[src/rtl/bus_rr_router.sv]
// Single-bus round-robin arbiter/router: grants one pending driver, pops one
// packet, and pushes it to the addressed driver or to all others on broadcast.
module bus_rr_router #(
  parameter int                 DRVRS     = 4,
  parameter int                 PCKG_SZ   = 16,
  parameter int                 ADDR_W    = 8,
  parameter logic [ADDR_W-1:0]  BROADCAST = {ADDR_W{1'b1}},
  localparam int                IDW       = (DRVRS > 1) ? $clog2(DRVRS) : 1
) (
  input  logic                       clk,
  input  logic                       reset,
  input  logic [DRVRS-1:0]           pndng,
  input  logic [DRVRS*PCKG_SZ-1:0]   D_pop,
  output logic [DRVRS-1:0]           pop,
  output logic [DRVRS-1:0]           push,
  output logic [DRVRS*PCKG_SZ-1:0]   D_push,
  input  logic [DRVRS-1:0]           src_en,
  output logic [IDW-1:0]             grant_id,
  output logic                       busy,
  output logic [15:0]                drop_cnt,
  output logic [1:0]                 state_dbg
);

  // Handshake: pndng is the driver's valid and pop is its ready; a word moves
  // in the GRANT cycle when both are high. push is a one-cycle valid with no
  // backpressure, qualifying whatever D_push carries in that cycle.

  typedef enum logic [1:0] {
    IDLE    = 2'd0,
    GRANT   = 2'd1,
    DELIVER = 2'd2
  } state_t;

  state_t              state, state_nxt;
  logic [IDW-1:0]      ptr;
  logic [IDW-1:0]      pick;
  logic                pick_found;
  logic [PCKG_SZ-1:0]  pkt;
  logic [15:0]         drop_q;
  logic                drop_now;
  logic [DRVRS-1:0]    req;
  logic [DRVRS-1:0]    one_g;
  logic [DRVRS-1:0]    one_dest;
  logic [ADDR_W-1:0]   dest;
  logic                dest_in_range;

  assign req           = pndng & src_en;
  assign one_g         = DRVRS'(1) << grant_id;
  assign dest          = pkt[PCKG_SZ-1 -: ADDR_W];
  assign one_dest      = DRVRS'(1) << dest;
  assign dest_in_range = int'(dest) < DRVRS;
  assign D_push        = {DRVRS{pkt}};
  assign drop_cnt      = drop_q;
  assign state_dbg     = state;

  // Search starts one past the last served driver and wraps.
  always_comb begin
    pick       = ptr;
    pick_found = 1'b0;
    for (int k = 1; k <= DRVRS; k++) begin
      if (!pick_found && req[IDW'((int'(ptr) + k) % DRVRS)]) begin
        pick_found = 1'b1;
        pick       = IDW'((int'(ptr) + k) % DRVRS);
      end
    end
  end

  always_ff @(posedge clk or negedge reset) begin
    if (!reset) state <= IDLE;
    else        state <= state_nxt;
  end

  always_comb begin
    state_nxt = state;
    case (state)
      IDLE:    if (pick_found)       state_nxt = GRANT;
      GRANT:   if (pndng[grant_id])  state_nxt = DELIVER;
               else                  state_nxt = IDLE;
      DELIVER:                       state_nxt = IDLE;
      default:                       state_nxt = IDLE;
    endcase
  end

  always_comb begin
    pop      = '0;
    push     = '0;
    drop_now = 1'b0;
    busy     = (state != IDLE);
    case (state)
      GRANT: begin
        // A driver that emptied after being granted is simply skipped.
        if (pndng[grant_id]) pop = one_g;
      end
      DELIVER: begin
        if (dest == BROADCAST)
          push = ~one_g;
        else if (dest_in_range && (int'(dest) != int'(grant_id)))
          push = one_dest;
        else
          drop_now = 1'b1;
      end
      default: ;
    endcase
  end

  always_ff @(posedge clk or negedge reset) begin
    if (!reset) begin
      ptr      <= IDW'(DRVRS - 1);
      grant_id <= '0;
      pkt      <= '0;
      drop_q   <= '0;
    end else begin
      if (state == IDLE && pick_found)
        grant_id <= pick;
      if (state == GRANT && pndng[grant_id]) begin
        pkt <= D_pop[int'(grant_id)*PCKG_SZ +: PCKG_SZ];
        ptr <= grant_id;
      end
      if (drop_now && drop_q != 16'hFFFF)
        drop_q <= drop_q + 16'd1;
    end
  end

endmodule
[config.mk]
export PLATFORM = sky130hd
export DESIGN_NAME = bus_rr_router
export DESIGN_NICKNAME = d
export VERILOG_FILES = /design/src/rtl/bus_rr_router.sv
export SDC_FILE = /design/constraint.sdc
export NUM_CORES = 1
export LEC_CHECK = 0
export ABC_AREA = 1
export BUFFER_PORTS_ARGS = -buffer_cell sky130_fd_sc_hd__buf_2
export CAP_MARGIN = 15
export CORE_MARGIN = 2
export CORE_UTILIZATION = 25
export DETAILED_ROUTE_END_ITERATION = 7
export PLACE_DENSITY_LB_ADDON = 0.2
export REMOVE_ABC_BUFFERS = 1
export SLEW_MARGIN = 10
export SYNTH_ARGS = -nofsm -noshare
export SYNTH_HDL_FRONTEND = slang
export SYNTH_SLANG_ARGS = --single-unit
[constraint.sdc]
create_clock -name clk -period 4.9 [get_ports clk]
set_input_delay 0.245 -clock clk [delete_from_list [all_inputs] [get_ports clk]]
set_output_delay 0.245 -clock clk [all_outputs]
set_load 0.02 [all_outputs]
==> metrics <==
Crit Path Max Fanout=25; die area=around 13,000 µm²; number of library cell types mapped by synthesis=30; final count of pins violating max slew=0; worst-skew pair later-pin latency=0.28 ns; Relative slew margins=41.7%; number of buffers on the longest clock path=2; post-CTS setup buffers=0; Worst-path clk slew=0.06 ns; Hold Slack=0.0853 ns; Worst setup SP type=flip-flop; Worst Setup End Kind=output pin; Max Fclk=0.306 GHz; total CTS buffers=5; port bufs=166; Post-Syn Instances=438; First-pass DRT Iterations=4; share of post-route cells with drive strength above 1=36.4%; FFs w/ async S/R, synth=100%; antenna cells=0; htree depth=2; GRT Overall Usage=13.7%; Cell Pwr Density=649 nW/µm²; initial core utilization=25.3%; I/O Pins=167; DRC violations left=0; crit path time final=3.27 ns; top post-synthesis cells by area=dfrtp_1 30%, nand2_1 16%, buf_4 12%; CP Data Required Time=between 4 and 5 ns; CP delay by family, top=simple AND/OR/NAND/NOR gates; most common cell in the netlist=nand2_1; WL/cell=13.0 µm; global route overflow=0; hold_buf cts=0; Syn Area/Cell=roughly 7 µm²; Post-synth top cells=131 x nand2_1, 64 x nand3_1, 50 x buf_4; Die Wd=114 µm; final hold violation count=0; RSZ-0062 raised after global routing=no; min-delay worst type=in -> async; CTS tree=built; CP max-delay cell=nor2_4; total power=2430 µW; # setup viols final=0; CTS resizes=0; worst path cell trace=buf_4 > inv_2 > nor2_4 > nand2_1 > nand4_1 > nand3_2 > inv_2 > nand2_1 > nor2_1 > buf_2; clock sink total=38; Final #Nets=623; row cnt=40; first-pass GRT wire length=14,300 µm; vias=3,145; register area share after synthesis=31.6%; Synth top area share=29.8%; fillcell total=~1,300; Yosys reg bits=38; Antenna Nets Post-Route=0; leading area contributor after synthesis=dfrtp_1; status=complete, no violations; drt first-iter violations=211; vias per inst=4.52; clk root buf=clkbuf_16; Most used DFF post-synth=dfrtp_1; Worst VDD drop=0.261 mV; Arrival @ worst endpoint=3.02 ns; period utilisation layout=66.7%; total negative slack=0 ns; MaxCap Viol Count=0; Post-DP HPWL=7010 µm; critical setup path kind=reg -> out; Core Footprint=11,900 µm²; worst path bufs/invs=4; P_leak=approximately 0.002 µW; Detailed Route WL=9080 µm; Post-Syn Area=3020 µm²; vias in the first global route=2,955; initial antenna violation count=0; Placer Congestion=0.823; Ys Warns=0; Syn-to-layout area delta=24.2%; number of synthesized flops with an enable pin=0; Layout Skew=between 0.004 and 0.005 ns; max incr delay on CP=0.42 ns; largest net degree at the start of global routing=44; actual slew at the worst max-slew pin=0.875 ns; Chip Height=approximately 110 µm
[path summary, 6_finish.rpt]
kind	start	endpoint	slack, ns	cells after the start
max in group asynchronous	reset	pkt[9]	4.27	1
min reg2reg	drop_cnt[8]	drop_cnt[8]	0.54	2
min	reset	drop_cnt[8]	0.09	1
max reg2reg	grant_id[1]	ptr[0]	2.28	9
max	grant_id[1]	pop[1]	1.63	10
min in group clk	D_pop[45]	pkt[13]	0.25	3
[stage by stage]
stage | std cells | worst slack [ns] | cell area, µm² | utilization [%]
floorplan | 373 | 2.07 | 2550 | -
global placement | 688 | 2.04 | 3580 | 30.1
detailed placement | 688 | 1.88 | 3580 | 30.1
CTS | 696 | 1.56 | 3750 | 31.5
global route | 696 | 1.29 | 3750 | 31.5
finish | 696 | 1.63 | 3750 | 31.5
[report_power, final]
group	switching (µW)	leakage [µW]	total (µW)	internal [µW]
sequential	146	0.000492	568	423
clock	134	0.0000760	374	240
combinational	1030	0.00144	1490	461
total	1310	0.00201	2430	1120
[worst reg2reg max path, stage by stage, from the launching register on]
cell	delay, ns
dfrtp_1	0.32
buf_4	0.30
inv_2	0.25
nor2_4	0.42
nand2_1	0.09
nand4_1	0.11
nand3_2	0.40
inv_2	0.39
nand2_1	0.16
o21ai_0	0.11
[logic make-up (layout without fill, tap and decap cells)]
kind of cell	count (synthesis)	count (layout)	share of synthesized area, %
compound gates	37	37	6.26
xor+xnor	15	15	4.60
fa+ha+maj	1	1	0.414
buf+inv	94	205	19.1
flops	38	38	31.6
simple gates	253	253	38.0
[flip-flops by register name (all words and copies together) (netlist names)]
signal,cells
drop_cnt,16
pkt,16
state_dbg,2
grant_id,2
ptr,2
[layer usage]
layer	global-route usage [%]	wire [µm]	vias to the layer above	part of all wire (%)
met5	0	0	-	0
met4	2.03	51	0	0.56
met3	2.71	570	5	6.3
met2	25.5	4610	119	51
met1	16.8	3850	1429	42
li1	-	-	1592	-
[cells in the final DEF, fill, tap and decap left out, types with 3 or more instances in the layout]
master,count
nor3_1,6
nand3_1,64
a21oi_1,11
inv_1,23
nor2_1,19
dfrtp_1,36
clkbuf_16,5
o21ai_0,5
nand2_2,4
xor2_1,12
nand2_1,131
nor2_4,3
nand4_1,16
o21ai_1,19
inv_2,6
nor2_2,4
buf_2,166
[final cells by class]
class / count / area [µm²] / area share [%]
Multi-Input combinational cell: 306 / 1490 / 39.7
Clock buffer: 5 / 125 / 3.34
Tap cell: 147 / 184 / 4.90
Inverter: 29 / 109 / 2.90
Sequential cell: 38 / 953 / 25.4
Timing Repair Buffer: 168 / 846 / 22.5
Clock inverter: 3 / 45.0 / 1.20
Note: power is estimated with default switching activity, not from simulation.
